**src/rtl/cordic_if.sv**
```systemverilog
// Controller-to-datapath bus for the CORDIC sine/cosine engine: per-step strobes, operand and status/results.
interface cordic_if #(
  parameter int WIDTH = 16
);
  logic signed [WIDTH-1:0] angle_in;
  logic                    start;
  logic                    startLoop;
  logic                    t1_signal;
  logic                    t2_signal;
  logic                    verify_angleGreaterA;
  logic                    X_signal;
  logic                    Y_signal;
  logic                    angle_signal;
  logic                    angleGreaterA;
  logic                    doneLoop;
  logic                    done;
  logic signed [WIDTH-1:0] cos_out;
  logic signed [WIDTH-1:0] sin_out;

  modport master (
    output angle_in, start, startLoop, t1_signal, t2_signal, verify_angleGreaterA,
           X_signal, Y_signal, angle_signal,
    input  angleGreaterA, doneLoop, done, cos_out, sin_out
  );

  modport slave (
    input  angle_in, start, startLoop, t1_signal, t2_signal, verify_angleGreaterA,
           X_signal, Y_signal, angle_signal,
    output angleGreaterA, doneLoop, done, cos_out, sin_out
  );
endinterface

```
**src/rtl/cordic_datapath.sv**
```systemverilog
// Iterative CORDIC rotation datapath (Q3.13), one register transfer per controller strobe.
// Define CORDIC_ROUND_EN for round-to-nearest t1/t2 shifts instead of truncating shifts.
module cordic_datapath #(
    parameter int WIDTH  = 16,
    parameter int ITER   = 12,
    parameter int K_INIT = 4975
) (
    input logic     clk,
    input logic     rst_n,
    cordic_if.slave bus
);

    typedef logic signed [WIDTH-1:0] word_t;

    word_t      x, y, z, a, t1, t2;
    logic [3:0] i;
    logic       loaded;
    logic       loop_q;

    function automatic word_t atan_rom(input logic [3:0] idx);
        case (idx)
            4'd0:    return word_t'(6434);
            4'd1:    return word_t'(3798);
            4'd2:    return word_t'(2007);
            4'd3:    return word_t'(1019);
            4'd4:    return word_t'(511);
            4'd5:    return word_t'(256);
            4'd6:    return word_t'(128);
            4'd7:    return word_t'(64);
            4'd8:    return word_t'(32);
            4'd9:    return word_t'(16);
            4'd10:   return word_t'(8);
            4'd11:   return word_t'(4);
            default: return '0;
        endcase
    endfunction

    function automatic word_t shr(input word_t v, input logic [3:0] s);
`ifdef CORDIC_ROUND_EN
        if (s == 4'd0) return v;
        return (v + (word_t'(1) <<< (s - 4'd1))) >>> s;
`else
        return v >>> s;
`endif
    endfunction

    // loaded gates every non-start strobe so a reset leaves the datapath inert until start
    always_ff @(posedge clk or negedge rst_n) begin
        if (!rst_n) begin
            x                 <= '0;
            y                 <= '0;
            z                 <= '0;
            a                 <= '0;
            t1                <= '0;
            t2                <= '0;
            i                 <= '0;
            loaded            <= 1'b0;
            loop_q            <= 1'b0;
            bus.angleGreaterA <= 1'b0;
            bus.doneLoop      <= 1'b0;
            bus.done          <= 1'b0;
            bus.cos_out       <= '0;
            bus.sin_out       <= '0;
        end else if (bus.start) begin
            a                 <= bus.angle_in;
            x                 <= word_t'(K_INIT);
            y                 <= '0;
            z                 <= '0;
            i                 <= '0;
            loaded            <= 1'b1;
            loop_q            <= 1'b0;
            bus.angleGreaterA <= 1'b0;
            bus.doneLoop      <= 1'b0;
            bus.done          <= 1'b0;
        end else if (loaded) begin
            loop_q <= bus.doneLoop;
            if (bus.t1_signal) t1 <= shr(y, i);
            if (bus.t2_signal) t2 <= shr(x, i);
            if (bus.verify_angleGreaterA) bus.angleGreaterA <= (z > a);
            if (!bus.doneLoop) begin
                if (bus.X_signal) x <= bus.angleGreaterA ? x + t1 : x - t1;
                if (bus.Y_signal) y <= bus.angleGreaterA ? y - t2 : y + t2;
                if (bus.angle_signal) begin
                    z <= bus.angleGreaterA ? z - atan_rom(i) : z + atan_rom(i);
                    i <= i + 4'd1;
                    if (i == 4'(ITER - 1)) bus.doneLoop <= 1'b1;
                end
            end
            if (bus.startLoop) begin
                i            <= '0;
                bus.doneLoop <= 1'b0;
            end
            // results latch on the cycle after doneLoop rises; x/y are frozen by then
            if (bus.doneLoop && !loop_q) begin
                bus.cos_out <= x;
                bus.sin_out <= y;
                bus.done    <= 1'b1;
            end
        end
    end

endmodule

```
**src/flat_wrapper.sv**
```systemverilog
// flat-port wrapper written by rule: the top's interface ports become plain ports
module cordic_datapath_flat 
#(
    parameter int WIDTH  = 16,
    parameter int ITER   = 12,
    parameter int K_INIT = 4975
)
  (clk, rst_n, bus_angle_in, bus_start, bus_startLoop, bus_t1_signal, bus_t2_signal, bus_verify_angleGreaterA, bus_X_signal, bus_Y_signal, bus_angle_signal, bus_angleGreaterA, bus_doneLoop, bus_done, bus_cos_out, bus_sin_out);
  cordic_if #(.WIDTH(WIDTH)) bus_i ();
  input logic clk;
  input logic rst_n;
  input wire logic [$bits(bus_i.angle_in)-1:0] bus_angle_in;
  input wire logic [$bits(bus_i.start)-1:0] bus_start;
  input wire logic [$bits(bus_i.startLoop)-1:0] bus_startLoop;
  input wire logic [$bits(bus_i.t1_signal)-1:0] bus_t1_signal;
  input wire logic [$bits(bus_i.t2_signal)-1:0] bus_t2_signal;
  input wire logic [$bits(bus_i.verify_angleGreaterA)-1:0] bus_verify_angleGreaterA;
  input wire logic [$bits(bus_i.X_signal)-1:0] bus_X_signal;
  input wire logic [$bits(bus_i.Y_signal)-1:0] bus_Y_signal;
  input wire logic [$bits(bus_i.angle_signal)-1:0] bus_angle_signal;
  output wire logic [$bits(bus_i.angleGreaterA)-1:0] bus_angleGreaterA;
  output wire logic [$bits(bus_i.doneLoop)-1:0] bus_doneLoop;
  output wire logic [$bits(bus_i.done)-1:0] bus_done;
  output wire logic [$bits(bus_i.cos_out)-1:0] bus_cos_out;
  output wire logic [$bits(bus_i.sin_out)-1:0] bus_sin_out;
  assign bus_i.angle_in = bus_angle_in;
  assign bus_i.start = bus_start;
  assign bus_i.startLoop = bus_startLoop;
  assign bus_i.t1_signal = bus_t1_signal;
  assign bus_i.t2_signal = bus_t2_signal;
  assign bus_i.verify_angleGreaterA = bus_verify_angleGreaterA;
  assign bus_i.X_signal = bus_X_signal;
  assign bus_i.Y_signal = bus_Y_signal;
  assign bus_i.angle_signal = bus_angle_signal;
  assign bus_angleGreaterA = bus_i.angleGreaterA;
  assign bus_doneLoop = bus_i.doneLoop;
  assign bus_done = bus_i.done;
  assign bus_cos_out = bus_i.cos_out;
  assign bus_sin_out = bus_i.sin_out;
  cordic_datapath #(.WIDTH(WIDTH), .ITER(ITER), .K_INIT(K_INIT)) u_core (.clk(clk), .rst_n(rst_n), .bus(bus_i));
endmodule
```
**config.mk**
```make
export PLATFORM = sky130hd
export DESIGN_NAME = cordic_datapath_flat
export DESIGN_NICKNAME = d
export VERILOG_FILES = /design/src/rtl/cordic_if.sv /design/src/rtl/cordic_datapath.sv /design/src/flat_wrapper.sv
export SDC_FILE = /design/constraint.sdc
export NUM_CORES = 1
export LEC_CHECK = 0
export BUFFER_PORTS_ARGS = -buffer_cell sky130_fd_sc_hd__buf_2
export CORE_ASPECT_RATIO = 0.9
export CORE_MARGIN = 3
export CORE_UTILIZATION = 30
export CTS_BUF_LIST = sky130_fd_sc_hd__clkbuf_16
export CTS_CLUSTER_DIAMETER = 150
export DETAILED_ROUTE_END_ITERATION = 10
export GPL_TIMING_DRIVEN = 0
export PLACE_DENSITY_LB_ADDON = 0.25
export SYNTH_ARGS = -nofsm -noshare
export SYNTH_HDL_FRONTEND = slang
export SYNTH_SLANG_ARGS = --single-unit
export TNS_END_PERCENT = 20
```
**constraint.sdc**
```tcl
create_clock -name clk -period 6.2 [get_ports clk]
set_input_delay 1.24 -clock clk [delete_from_list [all_inputs] [get_ports clk]]
set_output_delay 1.24 -clock clk [all_outputs]
set_load 0.01 [all_outputs]
```
==> Word-level counts from Yosys, hierarchy flattened <==
Memories as Yosys holds them, arrays and structs flattened.
Cells that the tools add are included.
{ "op_classes": {"n_addsub": 7, "magnitude_cmp": 1, "eq_ne": 3, "shifts": 2, "muxes": 42, "bitwise_logic": 1, "n_reduce_logical": 18} }
{ "op_table": {"columns": ["cell", "count"], "rows": [
  ["16-bit two-way mux", 23],
  ["16-bit adder", 3],
  ["16-bit subtractor", 3],
  ["16-bit by 4-bit >>> shifter with 16-bit output", 2],
  ["3-bit AND reduction", 7],
  ["4-bit two-way mux", 5],
  ["16-bit greater-than comparator", 1],
  ["1-bit two-way mux", 14],
  ["2-bit nonzero test", 6],
  ["4-bit by 1-bit adder with 4-bit output (second input constant)", 1],
  ["4-bit equality test (second input constant)", 1],
  ["2-bit AND reduction", 2],
  ["3-bit inequality test (second input constant)", 1],
  ["3-bit nonzero test", 1],
  ["2-bit inequality test (second input constant)", 1],
  ["1-bit logical AND", 1],
  ["1-bit zero test", 1],
  ["1-bit inverter", 1]
]} }
{ "totals": {"reg_bits": 137, "rom_bits": 416, "word_cells": 90, "mem_count": 2} }
{ "mem_list": {"columns": ["name", "depth", "word_bits", "rd", "rd_clocked_by_memory_dff", "wr", "line", "text"], "rows": [
  ["(no name shown)", 16, 13, 1, 0, 0, "cordic_datapath.sv:21", "case (idx)"],
  ["(no name shown)", 16, 13, 1, 0, 0, "cordic_datapath.sv:21", null]
]} }

==> Longest topological paths before layout <==
Gate-level depths: netlist of the first run.
An unclocked memory read counts as a cell.
{ "depth": {"word_depth": 11, "ltp_mapped": 22} }

==> Least setup slack after synthesis of the first run <==
Ideal clock, no wire load.
{ "synth_timing": {"path_kind": "register to register", "from": "register u_core.i[1]", "to": "register u_core.z[15]", "setup_time_ns": 0.128, "t_arrival_ns": 4.298, "setup_slack_ns": 1.775, "path_stages_with_launch": 21, "path_buffers": 3, "period_less_slack_ns": 4.425, "cell_sequence": "dfrtp_1 > buf_2 > inv_1 > buf_2 > buf_2 > ha_1 > nor2b_1 > a21oi_1 > o21ai_0 > nor3_1 > a31oi_1 > a21oi_1 > xor2_1 > ha_1 > and3_1 > a221o_1 > a31o_2 > o41ai_4 > o21ai_2 > mux2i_1 > mux2_1"} }
{ "synth_via": {"elab_chain_len": 11, "elab_cells_between_ends": 17, "classes_between": "add/sub: 2; mux: 13; memory: 2"} }
{ "synth_rtl": {"columns": ["item", "line", "text"], "rows": [
  ["from (decl)", "cordic_datapath.sv:16", "logic [3:0] i;"],
  ["from (signal assigned)", "cordic_datapath.sv:85", "i <= i + 4'd1;"],
  ["memory read 16 x 13 bit", null, null],
  ["16-bit two-way mux", "cordic_datapath.sv:83", "if (bus.angle_signal) begin"],
  ["16-bit two-way mux", "cordic_datapath.sv:80", "if (!bus.doneLoop) begin"],
  ["16-bit two-way mux", "cordic_datapath.sv:75", "end else if (loaded) begin"],
  ["16-bit two-way mux", "cordic_datapath.sv:64", "end else if (bus.start) begin"],
  ["16-bit adder or 16-bit subtractor (tied branches)", "cordic_datapath.sv:84", "z <= bus.angleGreaterA ? z - atan_rom(i) : z + atan_rom(i);"],
  ["16-bit two-way mux (*)", "cordic_datapath.sv:84", null],
  ["16-bit two-way mux (*)", "cordic_datapath.sv:83", null],
  ["16-bit two-way mux (*)", "cordic_datapath.sv:80", null],
  ["16-bit two-way mux (*)", "cordic_datapath.sv:75", null],
  ["16-bit two-way mux (*)", "cordic_datapath.sv:64", null],
  ["to (signal assigned)", "cordic_datapath.sv:84", null],
  ["to (decl)", "cordic_datapath.sv:15", "word_t x, y, z, a, t1, t2;"]
]} }
Mark *: on every way between the ends. The rest lies on a longest branch, timed or not. The select of a mux whose other input is x is not followed.
A chain may end at the register's enable or synchronous reset.

==> Worst setup path after layout of the first run <==
Ends and elaborated chain as after synthesis.

==> summary.md, run 1 <==
The run finished with clean final reports. The total global routing track utilization is 16.9%, and the multiplexer share of the synthesized area is 10.8%. The area taken by flip-flops and latches came out at 3430 um^2.

The busiest metal layer after global routing was met2. The tools report the final-layout setup total negative slack as 0 ps. The number of port buffers came out at 60. Across the run, the number of max-cap violations was 0. In the post-synthesis netlist, the biggest area contributors are dfrtp_1, ha_1, mux2_2, o21ai_0, nand2_1.

The tools report the arrival time of data at the critical path endpoint as 5700 ps. The first global-routing pass estimated 46.8 mm of wire. The count of nets left with antenna violations after detail routing was 0; the met2 track demand over resource in global routing was 26.0%. At the pin with the least slew margin, the transition time is 848 ps. The number of global-route vias before repair is 8315, and the maximum fanout encountered on the critical timing path is 13. Power density over the cells: 473 nW/um^2.

The multi-input combinational cells in the finished layout cover a total of 6070 um^2. From synthesis to final layout, the design area changed by 14.9%. Initial antenna violation count: 1. Dividing the final minimum period by the clock period gives 87.0%. The tools report the maximum level of the CTS H-tree as 4. Setup repair after global routing left no endpoint under its margin.

Fraction of layout cells with a size suffix above 1: 15.1%. The commonest cells after synthesis are dfrtp_1, nand2_1, o21ai_0. The logs give 19.6 ps for the largest clock skew in the final design and 0 for the number of warning messages in the yosys log. The routed design could run at a clock period as short as 5390 ps. The largest total area in the synthesized netlist belongs to dfrtp_1. For the routing usage on met1, the log shows 24.7%. The tools report the type of element capturing the critical path as a flop. For this run, the top clock speed supported by timing is 185 MHz. The synthesized-area fraction occupied by ao, oa, aoi and oai cells came out at 20.7%.

For this run, the post-layout net count is 1284. The cell count after synthesis is 1104. The endpoint of the worst register-to-register path was u_core.z[15].

The logs give 0 for the post-CTS resize count and 430 ps for the source-to-sink clock delay at the later pin of the worst-skew pair. The most frequently used cell type in the post-synthesis netlist is dfrtp_1. The tools report the final count of pins violating max slew as 0. Dividing the detail-routed via count by the number of cells gives 5.16. For the number of primary I/O pins, the log shows 61. The number of synthesized flops with an enable pin was 0; the post-cts hold buffer count was 0. Detailed placement ended at an HPWL of 21.9 mm. The root buffer cell chosen for the clock tree is clkbuf_16.

The kind of critical path is reg -> reg. Setup violations remaining at the end of the flow were counted as 0. Measured along the y axis, the die boundary spans 178 um. The worst register-to-register path begins at u_core.i[1]. The number of different library cells in the post-synthesis netlist is 74.

Sequential cells were found to cover 34.6% of the synthesized design area. The netlist area before placement was 9910 um^2; the final global-route overflow total was 0. In this run the biggest area consumer among cell types represents 34.6% of the synthesized area.

Critical path data required time: 6510 ps. The initial utilization of the core area, before any placement, comes to 30.8%. TritonCTS built the clock tree. The number of synthesized register bits was 137. The tools report the full die area as 35300 um^2.

The number of remaining DRC errors is 0, and the peak ir drop on the vdd network is 181 uV. The path with the worst hold slack has its endpoint at u_core.bus.done. The leakage power figure was 5.29 nW; the number of buffers created by CTS was 17.

The run gives 20.6% as the clock share of power. The first routing iteration left 533 violations. Of the total power, combinational logic draws 53.8%. The switching part of the total works out to 42.7%. The path class of the tightest hold or removal check is reg -> reg. Tracing the worst setup path back leads to its startpoint at u_core.i[1].

Buffers added to address setup during post-CTS repair amount to 0. Counting flops with an async set or reset pin after synthesis yields a share of 100%. The net switching power figure was 2.30 mW; the die outline width was 198 um.

Entering global routing, the biggest net connects 80 pins. The finished cells cover 11400 um^2. Counting cells, the worst reg-to-reg path comes to 20.

The tools report the startpoint of the lowest-slack hold path as u_core.bus.done. In this run the deepest clock path goes through 2 buffers. The tools report the startpoint type of the worst setup path as a flop. Headroom to the max-slew limit came out at 43.5%.

The count of standard-cell rows came out at 62. Summing the areas of all fa, ha and maj instances in the mapped netlist gives 9.57% of the synthesized area. The clock-pin transition on the worst setup and hold timing paths is 60 ps, and the simple-gate share of the synthesized area is 14.8%. After synthesis, the mean cell area works out to 8.98 um^2. The routed layout has 8336 vias. The total wire length was 28.9 mm.

Sequential cells account for 25.6% of the total power. The logs give 810 ps for the minimum setup slack among reg-to-reg paths and 1204 for the post-synthesis net count. After synthesis, the largest family of logic cells by area is compound AO/OA/AOI/OAI gates. The number of fill cells in the layout is 3348. Summing all placed instances gives a cell area of 10800 um^2. For met3 alone, demand over resource in global routing was 2.42%. The number of stages on the worst hold path was 1.

The number of hold violations in the final report is 0, and the xor/xnor share of the synthesized area is 5.39%. In the synthesized netlist the dominant register cell turns out to be dfrtp_1. The core footprint is 32200 um^2, and the per-cell routed wire length is 17.9 um. The final total power came out at 5.39 mW. The clock drives 137 sinks. The tools report the routability-driven placement congestion ratio as 0.891. Before antenna repair, the detailed router went through 5 iterations.

Total internal power: 3.08 mW.
critical path, stage by stage, from the launching register on:
cell,delay (ps)
dfrtp_1,420
buf_2,210
inv_1,190
buf_2,290
buf_2,340
ha_1,260
nor2b_1,290
a21oi_1,60
o21ai_0,380
nor3_1,120
a31oi_1,280
a21oi_1,90
xor2_1,190
ha_1,350
and3_1,200
a221o_1,310
a31o_2,250
o41ai_4,300
o21ai_2,120
mux2i_1,280
mux2_1,350
per-layer routing:
| metal | up-vias | wire, um |
|---|---|---|
| li1 | 4120 | - |
| met1 | 4028 | 14700 |
| met2 | 158 | 12500 |
| met3 | 30 | 1070 |
| met4 | 0 | 588 |
| met5 | - | 0 |
worst max path at each step:
stage | cells past startpoint | to | slack (ps)
after floorplan | 20 | u_core.z[15] | 1770
final | 20 | u_core.z[15] | 810
after global placement | 20 | u_core.z[15] | 870
after CTS | 20 | u_core.z[15] | 830
after detailed placement | 20 | u_core.z[15] | 850
after global routing | 20 | u_core.z[15] | 370
cells by family (layout without fill, tap and decap cells):
group                    after synthesis  in the layout
flip-flops                           137            137
AND/OR/NAND/NOR                      317            317
adder cells (fa/ha/maj)               74             74
AO/OA/AOI/OAI                        320            320
XOR/XNOR                              61             61
buffers and inverters                101            194
multiplexers                          94             94
other                                  0              1
power groups by stage:
stage	Sequential, mW	Combinational, mW	Clock (mW)
after floorplan	1.26	2.35	0
after global placement	1.39	2.85	0
after detailed placement	1.39	2.88	0
after CTS	1.37	2.91	1.13
after global routing	1.41	3.31	1.17
final	1.38	2.90	1.11
cell usage in the layout, fill, tap and decap left out, types with 7 or more instances in the layout:
master,count
inv_1,48
and3_1,8
o21ai_0,108
or3_1,7
a31oi_1,10
nor2b_1,14
a211oi_1,16
xnor2_1,36
a21oi_1,64
nand2_1,130
buf_2,70
o22a_1,8
mux2_2,50
clkbuf_1,33
ha_1,71
nand2b_1,12
a21o_1,21
nor2_1,79
mux2i_1,38
and2_1,7
nand3_1,9
o31ai_1,15
nor3_1,26
o21a_1,22
dfrtp_1,137
clkbuf_16,17
xor2_1,25
area by class of cell:
type,count,area share [%]
clock inverter,15,1.75
inverter,48,1.58
tap,416,4.57
buffer,53,2.07
timing repair buffer,61,2.93
sequential,137,30.1
multi-input combinational,866,53.3
antenna,1,0.0220
clock buffer,17,3.73
registers in the layout, summed over array words and instances (netlist names):
register,count
u_core.t2,16
u_core.loaded,1
u_core.x,16
u_core.bus.done,1
u_core.i,4
u_core.t1,16
u_core.z,16
u_core.a,16
u_core.loop_q,1
u_core.bus.cos_out,16
u_core.y,16
u_core.bus.sin_out,16
u_core.bus.angleGreaterA,1
u_core.bus.doneLoop,1
metrics by stage:
step                      utilization [%]  std cells  setup WS, ps  hold WS [ps]
after global routing                 35.4       1613           369           508
after floorplan                         -       1104          1770           450
after global placement               33.3       1580           867           459
after CTS                            35.4       1613           829           483
final                                35.4       1614           806           477
after detailed placement             33.4       1581           850           469
Power figures use the tool's default switching activity.
==> run 2: changes to the inputs <==
--- a/config.mk
+++ b/config.mk
@@ -8,7 +8,7 @@
 export BUFFER_PORTS_ARGS = -buffer_cell sky130_fd_sc_hd__buf_2
 export CORE_ASPECT_RATIO = 0.9
 export CORE_MARGIN = 3
-export CORE_UTILIZATION = 30
+export CORE_UTILIZATION = 45
 export CTS_BUF_LIST = sky130_fd_sc_hd__clkbuf_16
 export CTS_CLUSTER_DIAMETER = 150
 export DETAILED_ROUTE_END_ITERATION = 10
==> run 2 against run 1 <==
  * Highest routed layer unchanged
  * Critical path type unchanged
  * Sequential share of layout area grew 0.63 points
  * Core utilization grew 17 points
  * Via count grew 1.6%
  * Clock skew shrank 9.5 ps
  * Clock-buffer cell count is the same
  * Global-route usage grew 6.2 points
  * First-iteration DRC count grew 32%
  * Largest power group unchanged
  * Non-clock buffer count is the same
  * Power shrank 2.5%
  * Combinational power is essentially flat
==> summary.md, run 2 (synthesized netlist as in run 1, its figures left out) <==
Setup repair after global routing left no endpoint under its margin. The clock root buffer master is clkbuf_16. The routing usage on met1 was 34.0% (+9.3 points). For the full die area, the log shows 23800 um^2 (-32%).

The path category of the worst min-delay check was reg -> reg. The library cells used most frequently in the layout, excluding fill and tap cells, are dfrtp_1, nand2_1, o21ai_0. The routed via count was 8467 (+1.6%); the source-to-sink clock delay at the later pin of the worst-skew pair was 430 ps (about the same). The setup slack after layout was 880 ps (+73.2 ps). Max-slew headroom at the worst pin: 43.9% (+0.39 points). The average vias per placed instance was 5.72 (+11%); the cell total after placement was 1451 (-8.2%).

The maximum level of the CTS H-tree was 4 (unchanged); the peak ir drop on the vdd network was 391 uV (+120%). Number of hold violations in the final report: 0 (unchanged). The clock-pin transition on the worst setup and hold timing paths is 60 ps (about the same), and the met3 routing resource usage after global routing is 3.75% (+1.3 points). The pin slew with the least headroom to its limit works out to 842 ps (-5.90 ps).

The initial antenna violation count is 0 (-1). The die outline width works out to 162 um (-18%). The run gives 61 (unchanged) as the number of primary I/O pins. The power density over the cells works out to 471 nW/um^2 (-0.43%). For the total global routing track utilization, the log shows 23.2% (+6.2 points). The fraction of layout cells with a size suffix above 1 was 14.9% (-0.23 points). The tools report the arrival time of data at the critical path endpoint as 5640 ps (-60 ps). The max-cap violation count came out at 0 (unchanged).

The run finished with clean final reports. The final-layout setup total negative slack was 0 ps (unchanged). The run gives 10.1 ps (-9.49 ps) as the largest clock skew in the final design. The worst hold slack was 479 ps (+1.82 ps).

The final net count is 1284 (unchanged). The leakage power figure is 5.24 nW (-0.83%), and the final antenna diode count is 0 (-1). The number of port buffers was 60 (unchanged); the post-CTS resize count was 0 (unchanged). The run gives 17 (unchanged) as the number of buffers created by CTS.

The tools report the maximum number of buffers from clock root to sink as 2 (unchanged). The layer flagged by global routing as most heavily used is met2. The utilization of the core after routing is 52.6% (+17 points), and the clock sink total is 137 (unchanged). For the pin count of the biggest net entering global routing, the log shows 87 (+8.8%). The routability-driven placement congestion ratio is 0.902 (+1.3%). The number of buffers added for setup after CTS was 0 (unchanged); the number of standard cells in the final layout excluding fillers was 1481 (-8.2%).

The kind of critical path is reg -> reg. The run gives 0 (unchanged) as the number of remaining DRC errors. The logs give 50 (-19%) for the count of standard-cell rows and 5 (unchanged) for the iteration count of the initial detailed-routing pass. The per-cell routed wire length is 18.2 um (+1.9%), and the post-cts hold buffer count is 0 (unchanged). The run gives 20.3 mm (-7.2%) as the final HPWL from detailed placement. The number of fill cells in the layout came out at 2008 (-40%). The maximum fanout encountered on the critical timing path came out at 13 (unchanged).

TritonCTS built the clock tree. The critical path data required time is 6510 ps (about the same), and the total wire length is 27.0 mm (-6.5%). STA classifies the critical path startpoint as a flop.

The final cycle utilization of the critical path was 85.8% (-1.2 points); the core footprint was 21200 um^2 (-34%). The run gives 188 MHz (+1.4%) as the fmax. The starting DRC count in detailed routing was 705 (+32%); the post-route minimum period was 5320 ps (-73.2 ps). The met2 track demand over resource in global routing is 35.5% (+9.5 points), and the post-synthesis to final-layout area growth is 12.6%.

For the count of nets left with antenna violations after detail routing, the log shows 0 (unchanged). The final count of pins violating max slew was 0 (unchanged). For the pre-CTS setup slack, the log shows 919 ps (+69.8 ps). The worst setup path is captured at a flop.

The library cell used most frequently in the layout, excluding fill and tap cells, is dfrtp_1. The final global-route overflow total was 0 (unchanged); the initial standard-cell utilization of the core was 46.7% (+16 points). The number of global-route vias before repair is 8170 (-1.7%), and the die height is 147 um (-18%).

For the wire length of the first global-routing pass, the log shows 43.9 mm (-6.2%). The setup violation total in the final timing report was 0 (unchanged).
-- run 2: final timing paths --
kind / from / endpoint / slack, ps / depth (start not counted)
max in group asynchronous: rst_n / u_core.t1[2] / 4580 / 2
hold reg to reg: u_core.bus.done / u_core.bus.done / 480 / 1
min in group asynchronous: rst_n / u_core.a[14] / 860 / 1
hold / removal: u_core.bus.done / u_core.bus.done / 480 / 1
setup reg to reg: u_core.i[1] / u_core.z[15] / 880 / 20
setup / recovery: u_core.i[1] / u_core.z[15] / 880 / 20
-- run 2: layout make-up --
type                            instances  area, um^2  share of cell area, %
Tap cell                              286         358                   3.21
Multi-Input combinational cell        866        6070                   54.4
Timing Repair Buffer                   61         334                   2.99
Sequential cell                       137        3430                   30.7
Clock buffer                           17         425                   3.81
Buffer                                 53         235                   2.11
Clock inverter                         13         131                   1.18
Inverter                               48         180                   1.61
-- run 2: where the power goes --
group	internal, mW	total, mW	switching [mW]	leakage [nW]
clock	0.584	0.992	0.408	0.266
sequential	1.08	1.38	0.291	1.77
combinational	1.32	2.89	1.56	3.20
total	2.99	5.25	2.26	5.24
-- run 2: layer usage --
metal | routed length (um) | vias to the layer above
li1 | - | 4121
met2 | 11900 | 211
met5 | 0 | -
met1 | 13300 | 4102
met4 | 456 | 0
met3 | 1410 | 33
-- run 2: worst max-delay path: stages, from the launching register on --
cell and delay, ps:
dfrtp_1 400, buf_2 250, inv_1 140, buf_2 220
buf_2 240, ha_1 400, nor2b_1 270, a21oi_1 60
o21ai_0 340, nor3_1 110, a31oi_1 260, a21oi_1 80
xor2_1 190, ha_1 350, and3_1 210, a221o_1 320
a31o_2 250, o41ai_4 320, o21ai_2 110, mux2i_1 310
mux2_1 360
-- run 2: stage by stage --
step,cell area (um^2),power (mW)
3_3_place_gp,10600,4.18
6_report,11200,5.25
2_1_floorplan,9910,3.61
5_1_grt,11200,5.71
4_1_cts,11200,5.27
3_5_place_dp,10600,4.24
==> run 3: changes to the inputs <==
--- a/config.mk
+++ b/config.mk
@@ -8,11 +8,10 @@
 export BUFFER_PORTS_ARGS = -buffer_cell sky130_fd_sc_hd__buf_2
 export CORE_ASPECT_RATIO = 0.9
 export CORE_MARGIN = 3
-export CORE_UTILIZATION = 45
+export CORE_UTILIZATION = 62
 export CTS_BUF_LIST = sky130_fd_sc_hd__clkbuf_16
 export CTS_CLUSTER_DIAMETER = 150
 export DETAILED_ROUTE_END_ITERATION = 10
-export GPL_TIMING_DRIVEN = 0
 export PLACE_DENSITY_LB_ADDON = 0.25
 export SYNTH_ARGS = -nofsm -noshare
 export SYNTH_HDL_FRONTEND = slang
==> run 3 against run 2 <==
  * Non-clock buffer count decreased by 46
  * Via count decreased by 2.6%
  * Cell count decreased by 8.6%
  * Design area decreased by 2.3%
  * Sequential power about the same
  * Die area decreased by 26%
  * Power increased by 0.75%
  * Setup slack improved by 100 ps
  * Sequential cell count unchanged
  * Wire length decreased by 13%
  * Sequential share of layout area increased by 0.73 points
==> summary.md, run 3 (synthesized netlist as in run 1, its figures left out) <==
The kind of critical path was reg -> reg. The tools report the number of global-route vias before repair as 7891 (-3.4%). The routability-driven placement congestion ratio came out at 0.910 (+0.88%). The run gives 0 (unchanged) as the post-cts hold buffer count. Setup repair after global routing left no endpoint under its margin. The worst-case reg-to-reg path depth came out at 17 (-15%).

The number of primary I/O pins came out at 61 (unchanged). Starting DRC count in detailed routing: 764 (+8.4%). The fmax is 192 MHz (+2.0%), and the number of buffer and inverter stages on the critical path is 1 (-3). The library cells used most frequently in the layout, excluding fill and tap cells, are dfrtp_1, nand2_1, o21ai_0. The power density over the cells was 485 nW/um^2 (+3.1%); the number of remaining DRC errors was 0 (unchanged). Clock root buffer master: clkbuf_16. The iteration count of the initial detailed-routing pass is 6 (+1), and the number of port buffers is 60 (unchanged).

The worst hold path belongs to the class reg -> reg. The final cycle utilization of the critical path was 84.2% (-1.7 points). The fraction of layout cells with a size suffix above 1 is 15.2% (+0.31 points).

The clock sink total came out at 137 (unchanged). For the total wire length, the log shows 23.5 mm (-13%). The wire length of the first global-routing pass is 39.2 mm (-11%), and the initial antenna violation count is 0 (unchanged). Max-slew headroom at the worst pin: 27.3% (-17 points). Tracing the worst setup path back leads to its startpoint at u_core.i[0].

Clock-pin transition on the worst setup and hold timing paths: 60 ps (about the same). Startpoint type of the worst setup path: a flop. The logs give 1.45 mm (+2.2%) for the amount of wire on met3 after detailed routing and 980 ps (+100 ps) for the minimum setup slack among reg-to-reg paths.

The tools report the utilization of the core after routing as 70.1% (+18 points). The cell total after placement is 1321 (-9.0%), and the critical path's largest stage delay is 970 ps (+570 ps). The pin count of the biggest net entering global routing is 100 (+15%).

The full die area is 17500 um^2 (-26%). The count of nets left with antenna violations after detail routing is 0 (unchanged). On the critical path the largest part of the delay comes from compound AO/OA/AOI/OAI gates. In this run the worst setup path terminates at u_core.z[15]. For the maximum number of buffers from clock root to sink, the log shows 2 (unchanged). The setup violation total in the final timing report was 0 (unchanged); the core footprint was 15500 um^2 (-27%). The number of fill cells in the layout is 1196 (-40%), and the pin slew with the least headroom to its limit is 1090 ps (+245 ps). The highest metal layer carrying signal wires in the routed design is met4. The run gives 27.3% (+4.1 points) as the total global routing track utilization. The die height was 126 um (-14%). The signal on the critical path passes through inv_1 -> ha_1 -> nor2b_1 -> a21oi_1 -> o21ai_0 -> nor3_1 -> a31oi_1 -> a21oi_1 -> xor2_1 -> ha_1 -> and3_1 -> a221o_1 -> a31o_2 -> o41ai_4 -> o21ai_2 -> mux2i_1 -> mux2_1. The arrival time of data at the critical path endpoint was 5520 ps (-120 ps); the maximum level of the CTS H-tree was 4 (unchanged). For the final HPWL from detailed placement, the log shows 16.8 mm (-17%). The number of buffers added for setup after CTS was 0 (unchanged); the count of standard-cell rows was 43 (-14%).

Compared with the post-synthesis result, the final layout area differs by 10.0%. The maximum fanout encountered on the critical timing path is 42 (+29), and the final net count is 1238 (-3.6%). The average vias per placed instance is 6.10 (+6.7%), and the routed via count is 8251 (-2.6%). The wire length on met1 came out at 11.3 mm (-15%). Leaving out fill and tap cells, the most frequent cell in the layout is dfrtp_1. Number of buffers created by CTS: 17 (unchanged). The slowest cell on the critical path is dfrtp_2. The leakage power figure is 5.17 nW (-1.5%), and the die outline width is 139 um (-14%). The number of standard cells in the final layout excluding fillers is 1353 (-8.6%), and the max-cap violation count is 0 (unchanged). The worst register-to-register path ends at u_core.z[15]. The worst setup path is captured at a flop. The number of hold violations in the final report is 0 (unchanged), and the final-layout setup total negative slack is 0 ps (unchanged). The post-CTS resize count is 0 (unchanged), and the number of gates on the worst path with buffers counted is 17 (-15%). The final antenna diode count is 0 (unchanged). The run finished with clean final reports.

The run gives 10.2 mm (-14%) as the wire length on met2. The logs give 420 ps (about the same) for the source-to-sink clock delay at the later pin of the worst-skew pair and 0 (unchanged) for the final count of pins violating max slew. The logs give 0 (unchanged) for the final global-route overflow total and 63.7% (+17 points) for the initial standard-cell utilization of the core. The critical path data required time came out at 6500 ps (about the same).

The per-cell routed wire length was 17.4 um (-4.9%). The post-route minimum period was 5220 ps (-103 ps). The logs give 425 uV (+8.9%) for the peak ir drop on the vdd network and 4.63 ps (-5.46 ps) for the largest clock skew in the final design.

The worst register-to-register path begins at u_core.i[0]. TritonCTS built the clock tree.
[run 3: cell types whose count changed in the layout (fill, tap and decap cells not counted), moves of 2 or more]
cell,before,now
buf_4,0,8
clkinvlp_4,3,5
buf_1,6,0
clkbuf_1,33,0
buf_2,70,59
buf_6,4,1
[run 3: layout make-up]
type | count | area [um^2] | share of cell area [%]
tap | 202 | 253 | 2.32
sequential | 137 | 3430 | 31.5
clock inverter | 15 | 176 | 1.62
timing repair buffer | 68 | 367 | 3.36
clock buffer | 17 | 425 | 3.90
multi-input combinational | 866 | 6070 | 55.7
inverter | 48 | 180 | 1.65
[run 3: through the flow]
step / power, mW / cell area (um^2) / hold WS, ps / worst slack, ps
3_3_place_gp: 4.11 / 10300 / 461 / 1330
4_1_cts: 5.27 / 10900 / 484 / 1060
3_5_place_dp: 4.18 / 10300 / 470 / 1060
6_report: 5.29 / 10900 / 484 / 982
5_1_grt: 5.73 / 10900 / 517 / 644
2_1_floorplan: 3.61 / 9910 / 450 / 1770
[run 3: worst min-delay path by stage]
stage                                      from               endpoint  slack, ps  depth (start not counted)
after global routing      u_core.bus.cos_out[2]  u_core.bus.cos_out[2]        520                          1
after CTS                           u_core.z[0]            u_core.z[0]        480                          2
after detailed placement            u_core.z[0]            u_core.z[0]        470                          2
final                               u_core.z[0]            u_core.z[0]        480                          2
after floorplan                   u_core.t1[14]          u_core.t1[14]        450                          2
after global placement          u_core.bus.done        u_core.bus.done        460                          1
[run 3: report_power, final]
group	internal [mW]	switching, mW
combinational	1.32	1.55
sequential	1.08	0.300
clock	0.632	0.402
total	3.04	2.25
[run 3: per-layer routing]
| layer | global-route usage, % | up-vias |
|---|---|---|
| met4 | 8.23 | 0 |
| met1 | 39.7 | 3971 |
| met3 | 6.26 | 32 |
| li1 | - | 4022 |
| met2 | 40.9 | 226 |
| met5 | 0 | - |
[run 3: worst min-delay path, stage by stage, from the launching register on]
cell     delay (ps)
dfrtp_1         340
nand2_1          50
o21ai_0          60
